`config.mk`:
```
export PLATFORM = sky130hd
export DESIGN_NAME = mem_bus_sched
export DESIGN_NICKNAME = d
export VERILOG_FILES = /design/src/rtl/mem_bus_sched.sv
export SDC_FILE = /design/constraint.sdc
export NUM_CORES = 1
export LEC_CHECK = 0
export ABC_AREA = 1
export CAP_MARGIN = 20
export CORE_MARGIN = 4
export CORE_UTILIZATION = 47
export DETAILED_ROUTE_END_ITERATION = 10
export PLACE_DENSITY_LB_ADDON = 0.12
export RECOVER_POWER = 50
export SYNTH_ARGS = -nofsm -noshare
export SYNTH_HDL_FRONTEND = slang
export SYNTH_SLANG_ARGS = --single-unit
```
`constraint.sdc`:
```
create_clock -name clk -period 2 [get_ports clk]
set_clock_uncertainty 0.05 [all_clocks]
set_input_delay 0.4 -clock clk [delete_from_list [all_inputs] [get_ports clk]]
set_output_delay 0.4 -clock clk [all_outputs]
set_load 0.03 [all_outputs]
```
`src/rtl/mem_bus_sched.sv`:
```
// mem_bus_sched: arbitrates the byte-wide external memory bus between the
// instruction-fetch port (IF, word reads) and the data port (DM, 1/2/4-byte
// loads and stores). Each access becomes a run of byte beats; reads are
// pipelined across the one-cycle memory latency and assembled little-endian.
//
// Handshake: a requester raises *_req (level) with its command fields valid;
// the command is latched on the grant edge; completion is a single-cycle
// *_done pulse with *_rdata valid in that cycle; req must fall in the done
// cycle or the one after, otherwise it counts as a new request.
//
// dbg_state_o encoding: 0 = IDLE, 1 = IF_RD, 2 = DM_RD, 3 = DM_WR.
module mem_bus_sched #(
  parameter int                 ADDR_W    = 32,
  parameter logic [ADDR_W-1:0]  IDLE_ADDR = '0
) (
  input  logic              clk,
  input  logic              rst_n,
  input  logic              rdy,
  input  logic              if_req,
  input  logic [ADDR_W-1:0] if_addr,
  input  logic              if_flush,
  output logic              if_done,
  output logic [31:0]       if_rdata,
  input  logic              dm_req,
  input  logic              dm_we,
  input  logic [2:0]        dm_len,
  input  logic [ADDR_W-1:0] dm_addr,
  input  logic [31:0]       dm_wdata,
  output logic              dm_done,
  output logic [31:0]       dm_rdata,
  input  logic [7:0]        mem_din,
  output logic [7:0]        mem_dout,
  output logic [ADDR_W-1:0] mem_a,
  output logic              mem_wr,
  output logic [1:0]        dbg_state_o
);

  typedef enum logic [1:0] {
    S_IDLE  = 2'd0,
    S_IF_RD = 2'd1,
    S_DM_RD = 2'd2,
    S_DM_WR = 2'd3
  } state_t;

  state_t            state_q, state_d;
  logic [ADDR_W-1:0] addr_q, addr_d;
  logic [2:0]        len_q, len_d;
  logic [31:0]       wdata_q, wdata_d;
  logic [2:0]        iss_q, iss_d;     // beats issued so far
  logic [2:0]        cap_q, cap_d;     // bytes captured so far
  logic              pres_q, pres_d;   // mem_a carries a valid read beat this cycle
  logic              vld_q, vld_d;     // mem_din carries byte cap_q this cycle
  logic [31:0]       asm_q, asm_d;
  logic [ADDR_W-1:0] mem_a_q, mem_a_d;
  logic [7:0]        mem_dout_q, mem_dout_d;
  logic              mem_wr_q, mem_wr_d;
  logic              if_done_q, if_done_d;
  logic              dm_done_q, dm_done_d;
  logic [31:0]       if_rdata_q, if_rdata_d;
  logic [31:0]       dm_rdata_q, dm_rdata_d;

  logic              last_cap;
  logic              is_rd;
  logic [31:0]       asm_next;
  logic [7:0]        wr_byte;
  logic [ADDR_W-1:0] issue_a;

  // Any length other than 1 or 2 is a full word.
  function automatic logic [2:0] decode_len(input logic [2:0] len);
    case (len)
      3'd1:    return 3'd1;
      3'd2:    return 3'd2;
      default: return 3'd4;
    endcase
  endfunction

  // Next-state, beat issue, byte capture and completion.
  always_comb begin
    state_d    = state_q;
    addr_d     = addr_q;
    len_d      = len_q;
    wdata_d    = wdata_q;
    iss_d      = iss_q;
    cap_d      = cap_q;
    pres_d     = pres_q;
    vld_d      = vld_q;
    asm_d      = asm_q;
    mem_a_d    = mem_a_q;
    mem_dout_d = mem_dout_q;
    mem_wr_d   = mem_wr_q;
    if_done_d  = 1'b0;
    dm_done_d  = 1'b0;
    if_rdata_d = if_rdata_q;
    dm_rdata_d = dm_rdata_q;
    last_cap   = 1'b0;
    is_rd      = (state_q == S_IF_RD) || (state_q == S_DM_RD);
    asm_next   = asm_q;
    asm_next[{cap_q[1:0], 3'b000} +: 8] = mem_din;
    wr_byte    = wdata_q[{iss_q[1:0], 3'b000} +: 8];
    issue_a    = addr_q + ADDR_W'(iss_q);

    case (state_q)
      S_IDLE: begin
        if (rdy && dm_req) begin
          addr_d  = dm_addr;
          len_d   = decode_len(dm_len);
          wdata_d = dm_wdata;
          asm_d   = '0;
          cap_d   = 3'd0;
          iss_d   = 3'd1;
          mem_a_d = dm_addr;
          vld_d   = 1'b0;
          if (dm_we) begin
            state_d    = S_DM_WR;
            mem_dout_d = dm_wdata[7:0];
            mem_wr_d   = 1'b1;
            pres_d     = 1'b0;
          end else begin
            state_d = S_DM_RD;
            pres_d  = 1'b1;
          end
        end else if (rdy && if_req && !if_flush) begin
          state_d = S_IF_RD;
          addr_d  = if_addr;
          len_d   = 3'd4;
          asm_d   = '0;
          cap_d   = 3'd0;
          iss_d   = 3'd1;
          mem_a_d = if_addr;
          pres_d  = 1'b1;
          vld_d   = 1'b0;
        end
      end

      S_DM_WR: begin
        if (rdy) begin
          if (iss_q < len_q) begin
            mem_a_d    = issue_a;
            mem_dout_d = wr_byte;
            iss_d      = iss_q + 3'd1;
          end else begin
            state_d    = S_IDLE;
            mem_a_d    = IDLE_ADDR;
            mem_dout_d = 8'h00;
            mem_wr_d   = 1'b0;
            iss_d      = 3'd0;
            dm_done_d  = 1'b1;
          end
        end
      end

      default: begin
        if (rdy && vld_q) begin
          cap_d = cap_q + 3'd1;
          asm_d = asm_next;
          if (cap_q == len_q - 3'd1) last_cap = 1'b1;
        end
        if (is_rd && last_cap) begin
          // Final byte: complete even if a flush arrives in the same cycle.
          state_d = S_IDLE;
          mem_a_d = IDLE_ADDR;
          pres_d  = 1'b0;
          vld_d   = 1'b0;
          iss_d   = 3'd0;
          cap_d   = 3'd0;
          if (state_q == S_IF_RD) begin
            if_done_d  = 1'b1;
            if_rdata_d = asm_next;
          end else begin
            dm_done_d  = 1'b1;
            dm_rdata_d = asm_next;
          end
        end else if (state_q == S_IF_RD && if_flush) begin
          state_d = S_IDLE;
          mem_a_d = IDLE_ADDR;
          pres_d  = 1'b0;
          vld_d   = 1'b0;
          iss_d   = 3'd0;
          cap_d   = 3'd0;
        end else if (rdy) begin
          vld_d = pres_q;
          if (iss_q < len_q) begin
            mem_a_d = issue_a;
            iss_d   = iss_q + 3'd1;
            pres_d  = 1'b1;
          end else begin
            mem_a_d = IDLE_ADDR;
            pres_d  = 1'b0;
          end
        end else begin
          // Paused: beats in flight are lost, so restart issue at the first
          // byte not yet captured.
          pres_d = 1'b0;
          vld_d  = 1'b0;
          iss_d  = cap_q;
        end
      end
    endcase
  end

  // State register with asynchronous active-low reset.
  always_ff @(posedge clk or negedge rst_n) begin
    if (!rst_n) begin
      state_q    <= S_IDLE;
      addr_q     <= '0;
      len_q      <= 3'd0;
      wdata_q    <= '0;
      iss_q      <= 3'd0;
      cap_q      <= 3'd0;
      pres_q     <= 1'b0;
      vld_q      <= 1'b0;
      asm_q      <= '0;
      mem_a_q    <= IDLE_ADDR;
      mem_dout_q <= 8'h00;
      mem_wr_q   <= 1'b0;
      if_done_q  <= 1'b0;
      dm_done_q  <= 1'b0;
      if_rdata_q <= '0;
      dm_rdata_q <= '0;
    end else begin
      state_q    <= state_d;
      addr_q     <= addr_d;
      len_q      <= len_d;
      wdata_q    <= wdata_d;
      iss_q      <= iss_d;
      cap_q      <= cap_d;
      pres_q     <= pres_d;
      vld_q      <= vld_d;
      asm_q      <= asm_d;
      mem_a_q    <= mem_a_d;
      mem_dout_q <= mem_dout_d;
      mem_wr_q   <= mem_wr_d;
      if_done_q  <= if_done_d;
      dm_done_q  <= dm_done_d;
      if_rdata_q <= if_rdata_d;
      dm_rdata_q <= dm_rdata_d;
    end
  end

  // Outputs; a pause suppresses the write strobe without touching state.
  always_comb begin
    mem_a       = mem_a_q;
    mem_dout    = mem_dout_q;
    mem_wr      = mem_wr_q & rdy;
    if_done     = if_done_q;
    dm_done     = dm_done_q;
    if_rdata    = if_rdata_q;
    dm_rdata    = dm_rdata_q;
    dbg_state_o = state_q;
  end

endmodule

```
# After elaboration in Yosys (flattened, before gate mapping)
# Index checks and enable logic that the tools add are counted.
dict set report word_totals {
  reg_bits 216
  in_bits 114
}
dict set report classes {
  addsub 5
  n_lt_le_gt_ge 1
  eq_ne 12
  shifts 3
  n_mux 73
  n_bitwise 4
  reduce_logical 26
}
# op n
set ops {}
lappend ops {{$mux 32} 9}
lappend ops {{$pmux 32 s2} 2}
lappend ops {{$mux 3} 15}
lappend ops {{$add 32x3->32} 1}
lappend ops {{$bwmux 32} 1}
lappend ops {{$mux 8} 4}
lappend ops {{$shift 8x7->32 const A} 1}
lappend ops {{$shiftx 32x6->8} 1}
lappend ops {{$shiftx 8x7->32} 1}
lappend ops {{$mux 1} 27}
lappend ops {{$pmux 3 s2} 3}
lappend ops {{$pmux 8 s2} 1}
lappend ops {{$reduce_and 3->1} 5}
lappend ops {{$mux 2} 6}
lappend ops {{$ne 2x2->1 const B} 4}
lappend ops {{$pmux 1 s2} 4}
lappend ops {{$reduce_and 4->1} 2}
lappend ops {{$reduce_bool 4->1} 2}
lappend ops {{$neg 5->7} 1}
lappend ops {{$add 3x1->3 const B} 2}
lappend ops {{$logic_and 1x1->1} 6}
lappend ops {{$ne 6x1->1 const B} 1}
lappend ops {{$reduce_and 2->1} 3}
lappend ops {{$reduce_bool 2->1} 3}
lappend ops {{16 further kinds} 19}

# Longest topological paths before layout
dict set report depth {
  word_depth 8
  depth_mapped 14
}

# Worst setup path after synthesis
# OpenSTA, ideal clock, no wires.
dict set report synth_timing {
  path_type {register to register}
  startpoint {register iss_q[1]}
  endpoint {register mem_a_q[30], in the netlist mem_a[30]}
  setup_time_ns 0.077
  arrival_time_ns 1.915
  required_ns 1.873
  path_slack_ns -0.042
  stages_incl_launch_ff 14
  period_less_slack_ns 2.042
  path_cell_list {dfrtp_1 > inv_1 > fa_1 > inv_1 > nand3_1 > nand2_1 > nand2_1 > nor2_1 > nand2_1 > nand2_1 > nand3_1 > nand2_1 > nand2_1 > a21oi_1}
}
dict set report synth_via {
  elab_chain_len 6
  elab_cells_between_ends 7
}
# element line_no
set synth_lines {}
lappend synth_lines {{from (decl)} 49} ;# logic [2:0] iss_q, iss_d;
lappend synth_lines {{from (signal assigned)} 225} ;# iss_q <= iss_d;
lappend synth_lines {{$add 32x3->32 / $lt 3x3->1 (equally long branches)} {100, 137, 182}}
lappend synth_lines {{$mux 32 (*)} {137, 182}}
lappend synth_lines {{$mux 32 (*)} 136} ;# if (rdy) begin
lappend synth_lines {{$mux 32} 173} ;# end else if (state_q == S_IF_RD && if_flush) begin
lappend synth_lines {{$mux 32} 158} ;# if (is_rd && last_cap) begin
lappend synth_lines {{$pmux 32 s2 (*)} 102} ;# case (state_q)
lappend synth_lines {{to (signal assigned)} 230} ;# mem_a_q <= mem_a_d;
lappend synth_lines {{to (decl)} 54} ;# logic [ADDR_W-1:0] mem_a_q, mem_a_d;
# Mark *: on every way between the ends. The rest lies on a longest branch, timed or not.
# A chain may end at the register's enable or synchronous reset.

# Worst setup path after layout
dict set report layout_timing {
  startpoint {register addr_q[0]}
  endpoint {register mem_a_q[20], in the netlist mem_a[20]}
}
dict set report layout_via {
  elab_chain_len 6
}
# element line_no
set layout_lines {}
lappend layout_lines {{from (decl)} 46} ;# logic [ADDR_W-1:0] addr_q, addr_d;
lappend layout_lines {{from (signal assigned)} 222} ;# addr_q <= addr_d;
lappend layout_lines {{$add 32x3->32 (*)} 100} ;# issue_a = addr_q + ADDR_W'(iss_q);
lappend layout_lines {{$mux 32 (*)} {137, 182}}
lappend layout_lines {{$mux 32 (*)} 136}
lappend layout_lines {{$mux 32} 173}
lappend layout_lines {{$mux 32} 158}
lappend layout_lines {{$pmux 32 s2 (*)} 102}
# Marked as above.

==> summary.txt <==
FINISH
------------------------------------------------------------------------------
Final std cell area, no fill                                         16200 um2
Sequential cell area                                                  5410 um2
Count of fill cells added during filler insertion                         2057
Layout cells sized above 1                                               0.166
Area of the multi-input gates                                         5440 um2
Syn-to-layout area delta                                                 43.6%
Final core utilization                                                   0.688
Fin cells                                                                 2166
Post-layout nets                                                          1961
Final antenna diode count                                                    0

PLACE
------------------------------------------------------------------------------
Cell area reported after detailed placement                          14800 um2
Placer congestion estimate                                               0.887
Hpwl dp                                                               23900 um
Post-placement setup slack                                           -0.271 ns
Placed cell count                                                         2106
Buffers on Ports                                                           222

WORST SETUP PATH
------------------------------------------------------------------------------
Type of the worst setup path                                      flop to flop
Critical path's largest stage delay                                    0.37 ns
Largest driver fanout on the critical path                                   6
Kind of start point of the critical path                                  flop
Crit path buffers/inverters                                                  2
WP data required                                                       2.35 ns
Data arrival time of the worst path                                    2.39 ns
Type of destination of the critical path                                  flop
Crit path cell chain                                              ha_2, inv_2, fa_2, inv_2, nand3_2, nand2_4, nand3_4, nor2_4, nand2_1, nand3_2, nand2_1, a21oi_1, nor2_1
Worst-path cell with the longest stage delay                      sky130_fd_sc_hd__dfrtp_1
Gate family responsible for the most delay along the worst path   simple AND/OR/NAND/NOR gates

CLOCK TREE
------------------------------------------------------------------------------
Number of buffers added by the clock tree synthesis step                    24
Max Root-Sink Buffers                                                        3
Cell at the root of the clock tree                                sky130_fd_sc_hd__clkbuf_16
Clock sink total                                                           216
CTS tree                                                                  done
Clock-pin slew on the worst setup and hold paths                       0.06 ns
Worst-Skew Late Latency                                                0.51 ns
Maximum level of the CTS H-tree                                              1

FLOORPLAN
------------------------------------------------------------------------------
DIE HEIGHT                                                              163 um
Core Rows                                                                   56
Effective utilization at floorplan                                       0.479
Number of ports placed on the die boundary                                 223
Core Footprint                                                       23500 um2
Die ar.                                                              26500 um2
Width of the chip                                                       163 um

DRT
------------------------------------------------------------------------------
Initial drt markers                                                        783
DRT antenna net count                                                        0
Average wire length per cell after detail routing                      15.7 um
Final Routed Wirelength                                               34100 um
Total number of vias                                                     11130
Pre-Repair DR Iteration Count                                                5
Via-per-instance ratio                                                    5.14
DRC violations left                                                          0

TIMING
------------------------------------------------------------------------------
Transition time of the tightest slew-check pin                         1.20 ns
Worst-case setup margin in the final layout                         -0.0365 ns
Fin. Hold Viols                                                              0
Unrepaired setup endpoints after global routing                           true
Max frequency                                                        0.491 GHz
Share of the cycle needed by the critical path after routing              1.02
Worst slew margin relative to its limit                                  0.198
Final worst path period need                                           2.04 ns
Number of pins with negative max-slew slack in the final report              0
Setup violations, final                                                      8

LOGIC SYNTHESIS
------------------------------------------------------------------------------
Yosys top cell area share                                                0.479
Sequential cell area fraction in the yosys report                        0.479
Post-Synthesis Cell Area                                             11300 um2
Synth Net Count                                                           1641
Average cell area after synthesis                                     7.47 um2
Synthesized instance count                                                1509
Library cell with the largest summed area after synthesis         sky130_fd_sc_hd__dfrtp_1
Synthesized flop and latch total                                           216
Count of yosys warnings during synthesis                                     0
Main area contributors after synthesis                            sky130_fd_sc_hd__dfrtp_1 48%, sky130_fd_sc_hd__nand2_1 19%, sky130_fd_sc_hd__o21ai_0 6.9%
Library cells used by synthesis                                             37

STATUS
------------------------------------------------------------------------------
Outcome                                                           finished, violations left
Violated checks                                                   negative setup slack

WORST HOLD PATH
------------------------------------------------------------------------------
Class of the tightest hold or removal check                       input pin to flop

POWER AND IR DROP
------------------------------------------------------------------------------
Power Dens Cells                                                   1410 nW/um2
Overall Power                                                          22.8 mW
Worst supply voltage drop on vdd                                    0.000837 V
Leakage power                                                          8.04 nW

GRT
------------------------------------------------------------------------------
Maximum number of pins on one net before global-route repair                53
GRT Overall Usage                                                        0.245
Vias in the first global route                                           10532
First-pass GRT wire length                                            53500 um
Initial antenna violation count                                              0
Total congestion overflow                                                    0

FLOW RUN
------------------------------------------------------------------------------
Total of max-cap violations                                                  0

-- final timing paths --
| path | startpoint | endpoint | slack [ns] | depth (start not counted) |
|---|---|---|---|---|
| worst max-delay path | addr_q[0] | mem_a[20] | -0.04 | 13 |
| worst min-delay path | dm_wdata[29] | wdata_q[29] | 0.37 | 3 |
| worst max register to register | addr_q[0] | mem_a[20] | -0.04 | 13 |
| worst min register to register | wdata_q[3] | wdata_q[3] | 0.41 | 2 |
| max in group asynchronous | rst_n | dm_rdata[4] | 0.22 | 3 |
| min in group asynchronous | rst_n | if_rdata[25] | 0.62 | 2 |
-- placed cells by master (no fill, tap or decap), drive strengths merged, types with 3 or more instances in the layout --
cell type,instances
a21oi,58
o22ai,20
clkbuf,54
dlygate4sd2,92
clkinv,6
ha,17
o21ai,159
bufinv,10
dfrtp,216
inv,131
nor2,132
a31oi,15
nand3,58
a32oi,8
clkinvlp,3
a22oi,8
xor2,10
nand4,10
or2,3
nand2,568
buf,132
clkdlybuf4s50,113
o31ai,17
-- where the power goes --
part	internal (mW)	switching, mW	total [mW]
clock network	3.71	1.84	5.55
registers	5.64	0.960	6.60
logic	4.09	6.59	10.7
-- layer usage --
metal,share of wire,routed length [um],GRT usage
met5,0,0,0
met4,0.025,867,0.0644
met3,0.061,2070,0.0380
met2,0.49,16700,0.414
met1,0.42,14500,0.332
-- flip-flops by register name (all words and copies together), names as in the netlist --
name and count:
addr_q 32, asm_q 32, dm_rdata 32, if_rdata 32, mem_a 32, wdata_q 32
mem_dout 8, cap_q 3, iss_q 3, len_q 3, dbg_state_o 2, dm_done 1
if_done 1, mem_wr_q 1, pres_q 1, vld_q 1
-- per-stage QoR --
step                      hold slack (ns)  setup TNS (ns)
after CTS                           0.330          -0.925
after detailed placement            0.278          -28.41
after global routing                0.380           -3.86
after global placement              0.279          -23.54
after floorplan                    0.0544               0
final                               0.371          -0.188
-- cell type report --
cell class,instances,area share
multi-input combinational,1089,0.336
sequential,216,0.334
timing repair buffer,363,0.210
clock buffer,29,0.0420
inverter,135,0.0324
tap,319,0.0247
clock inverter,15,0.0205
-- cells by family (layout without fill, tap and decap cells) --
kind of cell	Yosys count	count (layout)	share of synthesized area
adder cells (fa/ha/maj)	18	18	0.0206
flip-flops	216	216	0.479
XOR/XNOR	11	11	0.00854
AND/OR/NAND/NOR	772	772	0.270
AO/OA/AOI/OAI	287	287	0.148
buffers and inverters	204	542	0.0727
multiplexers	1	1	0.000888
-- cell usage after synthesis, drive strengths merged --
library cell	number
o21ai	159
o31ai	17
inv	133
nand2	568
buf	37
fa	1
xor2	10
nand4	10
a21oi	58
a32oi	8
o22ai	20
mux2i	1
o211ai	1
nand3b	1
o211a	1
dfrtp	216
or2	3
a22oi	8
clkbuf	32
xnor2	1
nand3	58
clkinv	2
a31oi	15
ha	17
nor2	132
-- tightest hold or removal path: cells and delay by family --
family                 cells  cell delay [ns]
AND/OR/NAND/NOR            2             0.10
buffers and inverters      1             0.39
-- repair_timing --
item                                    in CTS  in global routing
cloned                                       0                  3
endpoints found under the hold margin       40                  0
endpoints found under the setup margin     113                109
pin swaps                                   26                 35
hold buffers                                 1                  0
buffers inserted                             4                 10
gates resized for setup                    143                 87
Note: power is estimated with default switching activity, not from simulation.
